--- src/rtl/lsu_ctrl.sv ---
`default_nettype none
// ============================================================================
// Module   : lsu_ctrl
// Purpose  : Load/store sequencer between the CPU execute stage and mem_ctrl.
//            Accepts one request at a time (valid/ready), drives mem_ctrl's
//            address/data/mode for 1 or 2 cycles, captures and extends load
//            data, and returns a one-cycle response.
// Ports    : clk, rst (async, active-low)
//            i_req_valid/o_req_ready/i_req_op/i_req_addr/i_req_wdata : request
//            o_rsp_valid/o_rsp_rdata/o_rsp_err                       : response
//            o_cpu_addr/o_cpu_data/o_wr_mode/o_rd_mode/i_cpu_data    : mem_ctrl
// Config   : LSU_ALIGN_CHECK_EN - when defined, misaligned 16/32-bit requests
//            skip the memory and respond with o_rsp_err=1, o_rsp_rdata=0.
// Revision : 1.0 - initial release
// ============================================================================
module lsu_ctrl #(
  parameter  int MEM_DEPTH  = 2**12,
  localparam int ADDR_WIDTH = $clog2(MEM_DEPTH*2)
) (
  input  logic                  clk,
  input  logic                  rst,
  input  logic                  i_req_valid,
  output logic                  o_req_ready,
  input  logic [2:0]            i_req_op,
  input  logic [ADDR_WIDTH-1:0] i_req_addr,
  input  logic [31:0]           i_req_wdata,
  output logic                  o_rsp_valid,
  output logic [31:0]           o_rsp_rdata,
  output logic                  o_rsp_err,
  output logic [ADDR_WIDTH-1:0] o_cpu_addr,
  output logic [31:0]           o_cpu_data,
  output logic [1:0]            o_wr_mode,
  output logic [1:0]            o_rd_mode,
  input  logic [31:0]           i_cpu_data
);

  localparam logic [2:0] c_OP_LB  = 3'b000;
  localparam logic [2:0] c_OP_LH  = 3'b001;
  localparam logic [2:0] c_OP_LW  = 3'b010;
  localparam logic [2:0] c_OP_SB  = 3'b011;
  localparam logic [2:0] c_OP_LBU = 3'b100;
  localparam logic [2:0] c_OP_LHU = 3'b101;
  localparam logic [2:0] c_OP_SH  = 3'b110;
  localparam logic [2:0] c_OP_SW  = 3'b111;

  localparam logic [1:0] c_MODE_NONE = 2'd0;
  localparam logic [1:0] c_MODE_W16  = 2'd1;
  localparam logic [1:0] c_MODE_W32  = 2'd2;
  localparam logic [1:0] c_MODE_W8   = 2'd3;

  typedef enum logic [2:0] {
    S_IDLE = 3'd0,
    S_ACC1 = 3'd1,
    S_ACC2 = 3'd2,
    S_CAPT = 3'd3,
    S_RESP = 3'd4
  } state_t;

  state_t                r_state;
  state_t                w_nxt_state;
  logic [2:0]            r_op;
  logic [ADDR_WIDTH-1:0] r_addr;
  logic [31:0]           r_wdata;
  logic [31:0]           r_rdata;
  logic [1:0]            r_wr_mode;
  logic [1:0]            r_rd_mode;

  logic [2:0]  w_op;
  logic        w_accept;
  logic        w_is_store;
  logic [1:0]  w_size_mode;
  logic        w_misalign;
  logic [1:0]  w_nxt_wr_mode;
  logic [1:0]  w_nxt_rd_mode;
  logic [31:0] w_ext_data;

  // Ready is gated by rst so it reads 0 while reset is held.
  assign o_req_ready = (r_state == S_IDLE) && rst;
  assign w_accept    = i_req_valid && o_req_ready;
  assign o_rsp_valid = (r_state == S_RESP);
  assign o_rsp_rdata = r_rdata;
  assign o_cpu_addr  = r_addr;
  assign o_cpu_data  = r_wdata;
  assign o_wr_mode   = r_wr_mode;
  assign o_rd_mode   = r_rd_mode;

  // Modes are registered alongside the state, so they are decoded from the
  // next state; in IDLE the op register is not loaded yet, so use the input.
  assign w_op = (r_state == S_IDLE) ? i_req_op : r_op;

  always_comb begin
    w_is_store  = 1'b0;
    w_size_mode = c_MODE_W8;
    case (w_op)
      c_OP_SB:           begin w_is_store = 1'b1; w_size_mode = c_MODE_W8;  end
      c_OP_SH:           begin w_is_store = 1'b1; w_size_mode = c_MODE_W16; end
      c_OP_SW:           begin w_is_store = 1'b1; w_size_mode = c_MODE_W32; end
      c_OP_LH, c_OP_LHU: w_size_mode = c_MODE_W16;
      c_OP_LW:           w_size_mode = c_MODE_W32;
      default:           w_size_mode = c_MODE_W8;
    endcase
  end

`ifdef LSU_ALIGN_CHECK_EN
  logic r_err;
  assign o_rsp_err = r_err;
  always_comb begin
    w_misalign = 1'b0;
    case (i_req_op)
      c_OP_LH, c_OP_LHU, c_OP_SH: w_misalign = i_req_addr[0];
      c_OP_LW, c_OP_SW:           w_misalign = |i_req_addr[1:0];
      default:                    w_misalign = 1'b0;
    endcase
  end
`else
  assign o_rsp_err  = 1'b0;
  assign w_misalign = 1'b0;
`endif

  always_comb begin
    w_nxt_state = r_state;
    case (r_state)
      S_IDLE: if (w_accept) w_nxt_state = w_misalign ? S_RESP : S_ACC1;
      S_ACC1: begin
        if (w_size_mode == c_MODE_W32) w_nxt_state = S_ACC2;
        else if (w_is_store)           w_nxt_state = S_RESP;
        else                           w_nxt_state = S_CAPT;
      end
      S_ACC2:  w_nxt_state = w_is_store ? S_RESP : S_CAPT;
      S_CAPT:  w_nxt_state = S_RESP;
      S_RESP:  w_nxt_state = S_IDLE;
      default: w_nxt_state = S_IDLE;
    endcase

    w_nxt_wr_mode = c_MODE_NONE;
    w_nxt_rd_mode = c_MODE_NONE;
    if ((w_nxt_state == S_ACC1) || (w_nxt_state == S_ACC2)) begin
      if (w_is_store) w_nxt_wr_mode = w_size_mode;
      else            w_nxt_rd_mode = w_size_mode;
    end
  end

  always_comb begin
    w_ext_data = i_cpu_data;
    case (r_op)
      c_OP_LB:  w_ext_data = {{24{i_cpu_data[7]}}, i_cpu_data[7:0]};
      c_OP_LBU: w_ext_data = {24'd0, i_cpu_data[7:0]};
      c_OP_LH:  w_ext_data = {{16{i_cpu_data[15]}}, i_cpu_data[15:0]};
      c_OP_LHU: w_ext_data = {16'd0, i_cpu_data[15:0]};
      default:  w_ext_data = i_cpu_data;
    endcase
  end

  always_ff @(posedge clk or negedge rst) begin
    if (!rst) begin
      r_state   <= S_IDLE;
      r_op      <= 3'd0;
      r_addr    <= '0;
      r_wdata   <= 32'd0;
      r_rdata   <= 32'd0;
      r_wr_mode <= c_MODE_NONE;
      r_rd_mode <= c_MODE_NONE;
    end else begin
      r_state   <= w_nxt_state;
      r_wr_mode <= w_nxt_wr_mode;
      r_rd_mode <= w_nxt_rd_mode;
      if (w_accept) begin
        r_op    <= i_req_op;
        r_addr  <= i_req_addr;
        r_wdata <= i_req_wdata;
      end
      // Response data only changes on the edge entering RESP, so it holds
      // until the next response.
      if (r_state == S_CAPT)
        r_rdata <= w_ext_data;
      else if ((w_nxt_state == S_RESP) && (r_state != S_RESP))
        r_rdata <= 32'd0;
    end
  end

`ifdef LSU_ALIGN_CHECK_EN
  always_ff @(posedge clk or negedge rst) begin
    if (!rst)
      r_err <= 1'b0;
    else if ((w_nxt_state == S_RESP) && (r_state != S_RESP))
      r_err <= (r_state == S_IDLE);
  end
`endif

endmodule
`default_nettype wire
--- config.mk ---
export PLATFORM = sky130hd
export DESIGN_NAME = lsu_ctrl
export DESIGN_NICKNAME = d
export VERILOG_FILES = /design/src/rtl/lsu_ctrl.sv
export SDC_FILE = /design/constraint.sdc
export NUM_CORES = 1
export LEC_CHECK = 0
export CAP_MARGIN = 5
export CELL_PAD_IN_SITES_DETAIL_PLACEMENT = 1
export CELL_PAD_IN_SITES_GLOBAL_PLACEMENT = 1
export CORE_ASPECT_RATIO = 0.75
export CORE_UTILIZATION = 32
export CTS_BUF_LIST = sky130_fd_sc_hd__clkbuf_8 sky130_fd_sc_hd__clkbuf_16
export DETAILED_ROUTE_END_ITERATION = 8
export MAX_ROUTING_LAYER = met4
export PLACE_DENSITY = 0.79
export SLEW_MARGIN = 10
export SYNTH_ARGS = -nofsm -noshare
export SYNTH_HDL_FRONTEND = slang
export SYNTH_SLANG_ARGS = --single-unit
--- constraint.sdc ---
create_clock -name clk -period 2.6 [get_ports clk]
set_input_delay 0.39 -clock clk [delete_from_list [all_inputs] [get_ports clk]]
set_output_delay 0.39 -clock clk [all_outputs]
set_load 0.005 [all_outputs]
Word level (Yosys, flattened, before mapping)
Cells that the tools add are included.
{"block": "totals", "output_inout_bits": 84, "in_bits": 83, "wordCells": 49, "register_bits": 87}
{"block": "classes", "n_reduce_logical": 10, "n_mux": 14, "eq_ne": 18}
{"operator": "case mux 32 bit (4 select lines)", "count": 1}
{"operator": "2-to-1 mux 32 bit", "count": 2}
{"operator": "equality test 3 bit, second input constant", "count": 7}
{"operator": "equality test 3 x 2 -> 1 bit, second input constant", "count": 5}
{"operator": "equality test 3 x 1 -> 1 bit, second input constant", "count": 4}
{"operator": "2-to-1 mux 3 bit", "count": 4}
{"operator": "case mux 3 bit (4 select lines)", "count": 1}
{"operator": "2-to-1 mux 2 bit", "count": 4}
{"operator": "logical NOT 3 bit", "count": 2}
{"operator": "OR reduction 3 bit", "count": 2}
{"operator": "case mux 2 bit (2 select lines)", "count": 1}
{"operator": "logical AND 1 bit", "count": 3}
{"operator": "!= test 3 bit, second input constant", "count": 1}
{"operator": "equality test 2 bit, second input constant", "count": 1}
{"operator": "nonzero test 2 bit", "count": 1}
{"operator": "OR reduction 2 bit", "count": 1}
{"operator": "logical OR 1 bit", "count": 1}
{"operator": "2-to-1 mux 1 bit", "count": 1}

Depth between registers and ports, before layout
{"block": "logic_depth", "depth_word": 12, "ltp_mapped": 8, "depth_no_buf": 5}

Least setup slack after synthesis
OpenSTA, ideal clock, no wires.
{"block": "synth_path", "path_kind": "register to register", "startpoint": "reg r_state[0]", "endpoint": "reg r_wdata[0] (netlist: o_cpu_data[0])", "slack_ns": 0.758, "path_stages_with_launch": 8, "setup_time_ns": 0.125, "t_required_ns": 2.475, "arrival_time_ns": 1.717, "path_buffers": 4, "path_cell_list": "dfrtp_1 buf_6 or3_1 buf_6 nor2_4 buf_6 buf_8 mux2_2"}
{"block": "synth_between", "elab_chain_cells": 3}
{"element": "start, declared", "line_no": "59", "rtl": "state_t r_state;"}
{"element": "start signal, assigned", "line_no": "164", "rtl": "r_state <= w_nxt_state;"}
{"element": "logical NOT 3 bit", "line_no": "78", "rtl": "assign o_req_ready = (r_state == S_IDLE) && rst;"}
{"element": "logical AND 1 bit", "line_no": "78"}
{"element": "logical AND 1 bit", "line_no": "79", "rtl": "assign w_accept = i_req_valid && o_req_ready;"}
{"element": "end signal, assigned", "line_no": "170", "rtl": "r_wdata <= i_req_wdata;"}
{"element": "end, declared", "line_no": "63", "rtl": "logic [31:0] r_wdata;"}
Every way passes these cells.
A chain may end at the register's enable or synchronous reset.

Final worst setup path
{"block": "layout_path", "startpoint": "in rst", "endpoint": "out o_req_ready"}
{"block": "layout_between", "elab_chain_cells": 1}
{"element": "start, declared", "line_no": "21", "rtl": "input logic rst,"}
{"element": "logical AND 1 bit", "line_no": "78"}
{"element": "end, declared", "line_no": "23", "rtl": "output logic o_req_ready,"}
Every way passes these cells.

==> metrics.cfg <==
[status]
outcome=complete, no violations

[worst_setup_path]
criticalPathCategory=in -> out
critPathRequiredTime_ns=2.21
timing.rr.end=o_cpu_data[9]
crit_path_end_kind=output port
startpoint_type=primary input
worst_ep_arrival_time_ns=2.00
rr_startpoint=r_state[1]
reg2reg_depth=4
worstPathMaxFanout=32
reg2reg_slack_ns=0.49

[finish]
num-fill-cells=1113
drive_above_1_share_pct=17.4
area_growth_pct=57.4
fin_util_pct=51.8
fin_nets=511
multiInputGateArea_sq_um=1290
diodes=0
final-seq-area_sq_um=2180

[logic_synthesis]
ys_seq_elements=87
syn_nets=348
yosys-top-cells-area=dfrtp_1 60%, mux2_2 15%, a22o_1 3.9%, o2bb2ai_1 3.9%, nor2b_1 2.8%
synth_top_cell_by_area=dfrtp_1
syn_inst=265
synth_area_per_cell_sq_um=13.6
synth_top_area_share_pct=60.4
synth_cell_types=40
synth_area_sq_um=3600
yosysSeqAreaShare_pct=60.4
synth_warnings=0

[global_routing]
use_met3_pct=5.24
antenna_found_initial=0
grt_usage_pct=18.0
grt_pass1_wl_mm=15.9
grt_pass1_vias=3011
grt_max_degree=36
use_met1_pct=22.8
busiest_layer=met2
use_met2_pct=27.8
overflow=0

[min_path]
hp-start=o_rsp_rdata[22]
hold-path-endpoint=o_rsp_rdata[22]
min_path_type=reg -> reg
holdPathStages=1

[flow_run]
maxCapViolCount=0

[cts]
worst_skew_pair.late_latency_ns=0.34
ctsRootBufferMaster=clkbuf_16
clkTransAtPathRegs_ns=0.05
cts_max_level=3
cts_tree=yes
clock_path_buffers=2
cts_setup_buffers=0
cts_inserted_buffers=9
cts.sinks=87

[drt]
drc_errors=0
wl_per_cell_um=17.0
dr.pass1.iters=4
drt_wl_total_mm=9.74
drtIter0Drc=84
vias=2753
ant_nets=0
viasPerCell=4.81

[power]
pwr-share-clk_pct=20.2
switching_power_mw=1.95
leakage_nw=2.38
powerDensity_nw_per_um2=1160
switching_share_pct=29.7
p_int_mw=4.61
p_seq_share_pct=36.9
comb_power_share_pct=42.9
vdd_ir_drop_max_v=0.000389

[placed_design]
port_buffers=165
gp_congestion=0.759
dpl.hpwl_mm=6.95

[timing]
period_needed_ns=2.39
worst_pin_slew_ns=0.549
rsz0062_at_grt=false
drv_slew=0
holdWs_ns=0.488
setup_tns_ns=0
fmax_ghz=0.419
finalClockSkew_ns=0.00647
slew_headroom_pct=63.4
setup_viol=0
finalCritPeriodShare_pct=91.9
hold_viol_final=0

[floorplanning]
core_sq_um=10900
die_x_um=125
die_area_sq_um=11700
die_h_um=93.9
start_util_pct=32.9
num_rows=33
io_pins=167

state kept, by name, indices dropped and copies added, names as in the netlist:
name	count
o_cpu_data	32
o_wr_mode	2
o_cpu_addr	13
r_op	3
o_rsp_rdata	32
o_rd_mode	2
r_state	3
power groups by stage:
stage	registers [mW]	clock network (mW)	logic [mW]
final	2.42	1.33	2.81
after global routing	2.52	1.42	3.05
after CTS	2.43	1.37	2.86
after detailed placement	2.44	0	2.84
after global placement	2.41	0	2.76
after floorplan	2.34	0	1.32
routing by layer:
metal | up-vias | wire length [um]
met5 | - | 0
met4 | 0 | 152
met3 | 11 | 502
met2 | 99 | 4640
met1 | 1364 | 4450
li1 | 1279 | -
cells in the mapped netlist:
master and number:
nor2_4 1, buf_1 3, o21ai_0 9, o22a_1 1
mux2i_1 2, o21ai_1 1, conb_1 1, nor2_1 3
or3_1 2, a31oi_1 1, and4_1 1, a31oi_2 1
mux2_2 48, a22o_1 16, nand4_1 1, buf_6 3
a2111oi_2 1, clkbuf_1 10, and2_1 2, a21bo_2 1
a21oi_1 2, nand2_1 11, buf_4 4, a2111oi_1 1
dfrtp_1 87, a211o_1 1, o211ai_1 2, buf_8 1
nand3_1 3, o2bb2ai_1 16, a211oi_2 1, nor3_1 3
a211oi_1 1, buf_2 1, nor2b_1 16, a21o_1 1
inv_1 2, and3_1 1, xor2_1 2, or4b_2 1
critical path, stage by stage:
cell and delay, ns:
dlygate4sd3_1 0.52, buf_4 0.36, and2_1 0.20, clkdlybuf4s50_1 0.53
logic make-up after synthesis:
group / Yosys count / share of synthesized area [%]
AOI/OAI and AO/OA: 56 / 12.6
buffers and inverters: 24 / 3.89
other: 1 / 0.104
and+or+nand+nor: 45 / 6.94
DFF: 87 / 60.4
xor gates and xnor gates: 2 / 0.486
muxes: 50 / 15.6
stage by stage:
step | instance area, sq um | setup WS, ns | instances | power, mW
global route | 5670 | 0.128 | 572 | 6.99
CTS | 5670 | 0.182 | 572 | 6.66
finish | 5670 | 0.211 | 572 | 6.56
global placement | 5360 | 0.558 | 556 | 5.16
floorplan | 3600 | 0.758 | 265 | 3.66
detailed placement | 5360 | 0.491 | 556 | 5.28
how the worst max path moves through the flow:
| stage | startpoint | end | slack, ns | cells past startpoint |
|---|---|---|---|---|
| final | rst | o_req_ready | 0.21 | 4 |
| after floorplan | r_state[0] | o_cpu_data[0] | 0.76 | 7 |
| after detailed placement | r_state[1] | o_cpu_addr[3] | 0.49 | 4 |
| after global placement | r_state[0] | o_cpu_addr[12] | 0.56 | 4 |
| after CTS | rst | o_req_ready | 0.18 | 4 |
| after global routing | rst | o_req_ready | 0.13 | 4 |
layout by cell type (no fill, tap or decap), drive strengths merged, types with 9 or more instances in the layout:
cell	instances
a22o	16
buf	9
clkbuf	9
clkdlybuf4s50	164
dfrtp	87
mux2	48
nand2	11
nor2b	16
o21ai	10
o2bb2ai	16
cell type report:
cell class                      instances  share of cell area (%)
Clock buffer                            9                    3.97
Clock inverter                          6                    1.41
Inverter                                2                   0.132
Multi-Input combinational cell        154                    22.7
Sequential cell                        87                    38.4
Tap cell                              140                    3.09
Timing Repair Buffer                  174                    30.3
what timing repair did:
| action | in CTS | in global routing |
|---|---|---|
| hold buffers | 1 | 0 |
| gates resized for setup | 0 | 0 |
| hold endpoints to repair | 27 | 0 |
(Power assumes the default switching activity.)
